--- config.mk ---
export PLATFORM = sky130hd
export DESIGN_NAME = mem_access_unit
export DESIGN_NICKNAME = d
export VERILOG_FILES = /design/src/rtl/mem_access_unit.sv
export SDC_FILE = /design/constraint.sdc
export NUM_CORES = 1
export LEC_CHECK = 0
export ABC_CLOCK_PERIOD_IN_PS = 10400
export BUFFER_PORTS_ARGS = -buffer_cell sky130_fd_sc_hd__buf_2
export CAP_MARGIN = 25
export CORE_ASPECT_RATIO = 1.5
export CORE_MARGIN = 3
export CORE_UTILIZATION = 50
export CTS_CLUSTER_DIAMETER = 80
export CTS_CLUSTER_SIZE = 8
export DETAILED_ROUTE_END_ITERATION = 7
export MAX_ROUTING_LAYER = met4
export PLACE_DENSITY = 0.92
export SLEW_MARGIN = 20
export SYNTH_ARGS = -nofsm -noshare
export SYNTH_HDL_FRONTEND = slang
export SYNTH_SLANG_ARGS = --single-unit
--- constraint.sdc ---
create_clock -name clk -period 10.4 [get_ports clk]
set_clock_uncertainty 0.2 [all_clocks]
set_input_delay 1.56 -clock clk [delete_from_list [all_inputs] [get_ports clk]]
set_output_delay 1.56 -clock clk [all_outputs]
set_load 0.03 [all_outputs]
--- src/rtl/mem_access_unit.sv ---
// ----------------------------------------------------------------------------
// mem_access_unit
//
// Purpose: MEM pipeline stage. It issues one word access at a time to the data
// memory, holds the upstream pipeline while a load or store is outstanding,
// and registers the MEM/WB writeback (ALU result or load data).
//
// Ports:
//   clk, rst                      clock, asynchronous active-high reset
//   ALUOutIn                      EX/MEM ALU result, also the byte address
//   RdDataBIn                     EX/MEM store data
//   IsLoadInsnIn, IsStoreInsnIn   memory-operation flags (never both set)
//   RdWrEnableIn, IsDstRtIn       register write enable, dest select (1 = RT)
//   RTIn, RDIn                    candidate destination registers
//   dmemReq, dmemWe               memory request, write strobe (qualified by req)
//   dmemAddr, dmemWrData          registered request address / write data
//   dmemAck, dmemRdData           completion, read data valid with ack
//   StallOut                      combinational hold to IF/ID/EX and EX/MEM
//   WbDataOut, WbRegOut, WbEnableOut  registered MEM/WB writeback
//   MemErrOut                     sticky access-timeout flag
//
// Configuration:
//   MEM_TIMEOUT_EN  when defined, an access with no ack is abandoned on its
//                   255th BUSY cycle and MemErrOut latches. When undefined the
//                   unit waits forever and MemErrOut is tied low.
// ----------------------------------------------------------------------------
module mem_access_unit (
    input  logic        clk,
    input  logic        rst,
    input  logic [31:0] ALUOutIn,
    input  logic [31:0] RdDataBIn,
    input  logic        IsLoadInsnIn,
    input  logic        IsStoreInsnIn,
    input  logic        RdWrEnableIn,
    input  logic        IsDstRtIn,
    input  logic [4:0]  RTIn,
    input  logic [4:0]  RDIn,
    output logic        dmemReq,
    output logic        dmemWe,
    output logic [31:0] dmemAddr,
    output logic [31:0] dmemWrData,
    input  logic        dmemAck,
    input  logic [31:0] dmemRdData,
    output logic        StallOut,
    output logic [31:0] WbDataOut,
    output logic [4:0]  WbRegOut,
    output logic        WbEnableOut,
    output logic        MemErrOut
);

    typedef enum logic [0:0] {
        IDLE = 1'b0,
        BUSY = 1'b1
    } stateT;

    stateT      curState;
    stateT      nextState;

    logic       memOp;       // a load or store sits in EX/MEM
    logic       issue;       // launch a new access this cycle
    logic       ackEvt;      // the outstanding access completes this cycle
    logic       timeoutEvt;  // the outstanding access is abandoned this cycle
    logic [4:0] dstReg;
    logic       wbEnSel;

    assign memOp   = IsLoadInsnIn | IsStoreInsnIn;
    assign dstReg  = IsDstRtIn ? RTIn : RDIn;
    // Writes to register 0 are architecturally discarded, so never enable them.
    assign wbEnSel = RdWrEnableIn & (dstReg != 5'd0);

`ifdef MEM_TIMEOUT_EN
    logic [7:0] busyCnt;

    // Count cycles of the current BUSY episode; restarts at each new request.
    always_ff @(posedge clk or posedge rst) begin
        if (rst) begin
            busyCnt <= 8'd0;
        end else if (issue) begin
            busyCnt <= 8'd0;
        end else if (curState == BUSY) begin
            busyCnt <= busyCnt + 8'd1;
        end
    end

    // busyCnt is 0 in the first BUSY cycle, so 254 marks the 255th one.
    assign timeoutEvt = (curState == BUSY) & ~dmemAck & (busyCnt == 8'd254);

    // Sticky timeout flag, cleared only by reset.
    always_ff @(posedge clk or posedge rst) begin
        if (rst) begin
            MemErrOut <= 1'b0;
        end else if (timeoutEvt) begin
            MemErrOut <= 1'b1;
        end
    end
`else
    assign timeoutEvt = 1'b0;
    assign MemErrOut  = 1'b0;
`endif

    // FSM state register.
    always_ff @(posedge clk or posedge rst) begin
        if (rst) begin
            curState <= IDLE;
        end else begin
            curState <= nextState;
        end
    end

    // FSM next-state logic.
    always_comb begin
        nextState = curState;
        case (curState)
            IDLE: begin
                if (memOp) begin
                    nextState = BUSY;
                end else begin
                    nextState = IDLE;
                end
            end
            BUSY: begin
                if (dmemAck | timeoutEvt) begin
                    nextState = IDLE;
                end else begin
                    nextState = BUSY;
                end
            end
            default: nextState = IDLE;
        endcase
    end

    // FSM outputs: issue/complete strobes and the pipeline hold.
    always_comb begin
        issue  = 1'b0;
        ackEvt = 1'b0;
        case (curState)
            IDLE:    issue  = memOp;      // an ack seen in IDLE is ignored
            BUSY:    ackEvt = dmemAck;
            default: begin
                issue  = 1'b0;
                ackEvt = 1'b0;
            end
        endcase
        StallOut = memOp & ~(ackEvt | timeoutEvt);
    end

    // Memory request registers: captured at issue, held until ack or timeout.
    always_ff @(posedge clk or posedge rst) begin
        if (rst) begin
            dmemReq    <= 1'b0;
            dmemWe     <= 1'b0;
            dmemAddr   <= 32'd0;
            dmemWrData <= 32'd0;
        end else if (issue) begin
            dmemReq    <= 1'b1;
            dmemWe     <= IsStoreInsnIn;
            dmemAddr   <= ALUOutIn;      // bits [1:0] pass through untouched
            dmemWrData <= RdDataBIn;
        end else if (ackEvt | timeoutEvt) begin
            dmemReq    <= 1'b0;
            dmemWe     <= 1'b0;
        end
    end

    // MEM/WB register: bubble while stalled, load data on ack, ALU result otherwise.
    always_ff @(posedge clk or posedge rst) begin
        if (rst) begin
            WbDataOut   <= 32'd0;
            WbRegOut    <= 5'd0;
            WbEnableOut <= 1'b0;
        end else if (StallOut) begin
            WbEnableOut <= 1'b0;
        end else if (ackEvt & IsLoadInsnIn) begin
            WbDataOut   <= dmemRdData;
            WbRegOut    <= dstReg;
            WbEnableOut <= wbEnSel;
        end else if (memOp) begin
            // Store completion or abandoned access: nothing to write back.
            WbEnableOut <= 1'b0;
        end else begin
            WbDataOut   <= ALUOutIn;
            WbRegOut    <= dstReg;
            WbEnableOut <= wbEnSel;
        end
    end

endmodule

==> results.cfg <==
[synth]
synth_fa_ha_area_share_pct = 0
synthMuxAreaShare_pct = 22.3
synthXorXnorAreaFrac_pct = 0
ys_seq_area_share_pct = 58.9
yosysTopAreaCellShare_pct = 58.9
ys_types = 24
ys_ff_latch = 105
synth_top_family_by_area = multiplexers
synth-compound-area-share_pct = 10.1
synthCells = 323
netlist.top_cell.by_area = dfrtp_1
syn_area_per_cell_sq_um = 13.8
yosysWarnings = 0
yosys-top-cells-area = dfrtp_1 59%, mux2_4 20%, a22oi_1 5.4%
synthesis.area_sq_um = 4460
synthesis.nets = 436
synth-simple-area-share_pct = 2.41

[place]
detailed_place_hpwl_microns = 8320
gp_congestion = 0.834
portBuffers = 217
dp_cells = 630

[setup_path]
cp_num_buf_inv = 2
worstPathRequired_ps = 8640
worstPathArrival_ps = 2750
ff2ff_path_depth = 3
cp_slowest_cell = nor2_4
r2r-end = dmemWrData[31]$_DFFE_PP0P_
reg2reg_from = curState$_DFF_PP0_
worst_path_largest_cell_delay_ps = 760
critPathTopFamily = simple AND/OR/NAND/NOR gates
path_cells = buf_2 > nor2_4 > a21oi_1 > buf_2
cp_common_cell = buf_2
criticalPathCategory = in2out
startpoint_type = primary input
worstSetupEndpointType = output port
path_max_fanout = 40
worst-r2r-setup-slack_ps = 8040

[hold_path]
hp-class = reg2reg
min-delay-start = dmemAddr[30]$_DFFE_PP0P_
hold_depth = 1
hold_path_end = dmemAddr[30]$_DFFE_PP0P_

[sta]
maxSlewHeadroom_pct = 35.6
fin_crit_ps = 4510
slew_viol_final = 0
rsz0062_at_grt = no
tns_ps = 0
tightest_slew_ps = 964
setup_viol = 0
max_freq_mhz = 222
finalHoldViolations = 0
finalCritPeriodShare_pct = 43.3

[final_layout]
syn2layout_area_growth_pct = 32.0
final_nets = 647
post-route-util_pct = 68.7
antenna_cells = 0
mostFrequentLayoutCells = 217 x buf_2, 105 x dfrtp_1, 60 x mux2_4, 33 x inv_1
fillers = 602
drive_gt1_share_pct = 56.4
layout.cells.non_filler = 646
final_common_cell = buf_2

[detailed_routing]
ant_nets = 0
wirelength_microns = 11400
viasPerCell = 5.25
drc = 0
avgRoutedWirePerCell_microns = 17.7
num_vias = 3389
first_pass_iters = 4
drtIter0Drc = 163

[clocking]
clock_path_buffers = 2
clk_latency_ps = 330
clk_pin_slew_ps = 80
cts_tree = done
htreeDepth = 3
cts_root_buf = clkbuf_16
cts-hold-fix-buffers = 0
cts_resized = 0
clkSinkCount = 105
cts_buffers = 9
postCtsSetupBuffers = 0

[floorplan]
std_cell_rows = 41
die_area_sq_um = 10100
ios = 219
coreArea_sq_um = 8570
fp.dieH_microns = 122
die_width_microns = 83.1
start_util_pct = 52.0

[job]
drv_cap = 0

[power_and_ir_drop]
vdd.ir_drop.worst_v = 0.000133
p_leak_uw = 0.00315
cellPowerDensity_nw_per_um2 = 225

[global_route]
grt_pass1_wl_microns = 18400
antenna_found_initial = 0
grt_max_degree = 56
grt_usage_pct = 23.6
grt_pass1_vias = 3596
grt.overflow.total = 0

[outcome]
status = finished clean
[per-stage QoR]
step	total power, uW	hold slack (ps)	setup WS [ps]	instance area, sq um
6_report	1320	304	5890	5880
5_1_grt	1380	324	5790	5880
4_1_cts	1330	307	5900	5880
3_5_place_dp	981	288	5890	5580
3_3_place_gp	964	286	5890	5580
2_1_floorplan	841	321	5880	4460
[state kept, by name, indices dropped and copies added (netlist names)]
| register | count |
|---|---|
| dmemAddr | 32 |
| WbRegOut | 5 |
| curState | 1 |
| dmemWrData | 32 |
| WbDataOut | 32 |
| dmemWe | 1 |
| dmemReq | 1 |
| WbEnableOut | 1 |
[how the worst max path moves through the flow]
stage                 start                    endpoint  slack (ps)  cells past startpoint
3_3_place_gp   IsLoadInsnIn                    StallOut        5890                      4
4_1_cts        IsLoadInsnIn                    StallOut        5900                      4
6_report       IsLoadInsnIn                    StallOut        5890                      4
2_1_floorplan           rst    WbDataOut[0]$_DFFE_PP0P_        5880                      1
5_1_grt        IsLoadInsnIn                    StallOut        5790                      4
3_5_place_dp   IsLoadInsnIn  dmemWrData[31]$_DFFE_PP0P_        5890                      5
[cells in the mapped netlist, drive strengths merged]
| cell | instances |
|---|---|
| a21oi | 9 |
| a22oi | 32 |
| and3 | 1 |
| and4 | 1 |
| buf | 18 |
| clkbuf | 3 |
| conb | 1 |
| dfrtp | 105 |
| inv | 34 |
| mux2 | 64 |
| mux2i | 5 |
| nand2 | 1 |
| nand2b | 1 |
| nand3b | 2 |
| nor2 | 2 |
| nor3 | 7 |
| nor4 | 2 |
| o21ai | 33 |
| or2 | 2 |
[kinds of logic (layout without fill, tap and decap cells)]
group           after synthesis  in the layout
compound gates               74             74
mux                          69             69
flops                       105            105
other cells                   1              1
simple gates                 19             19
buf+inv                      55            271
[cell type report]
cell class	count	area [sq um]	share of cell area [%]
Sequential cell	105	2630	44.7
Multi-Input combinational cell	163	1570	26.6
Timing Repair Buffer	221	1120	19.0
Clock buffer	9	225	3.83
Tap cell	107	134	2.28
Inverter	34	130	2.21
Clock inverter	7	83.8	1.42
[worst reg2reg max path: cells and delay by family, from the launching register on]
family        cells  cell delay (ps)
buf+inv           1              610
flops             1              450
mux               1              410
simple gates      1              570
[report_power, final]
group	switching [uW]	internal [uW]
sequential	47.0	488
clock	158	192
combinational	272	164
total	478	845
[metal layers]
layer	global-route usage, %	wire length, microns	up-vias
met4	8.18	233	0
met1	27.9	4470	1662
met3	5.48	652	18
met2	39.9	6090	165
met5	-	0	-
li1	-	-	1544
Note: power is estimated with default switching activity, not from simulation.
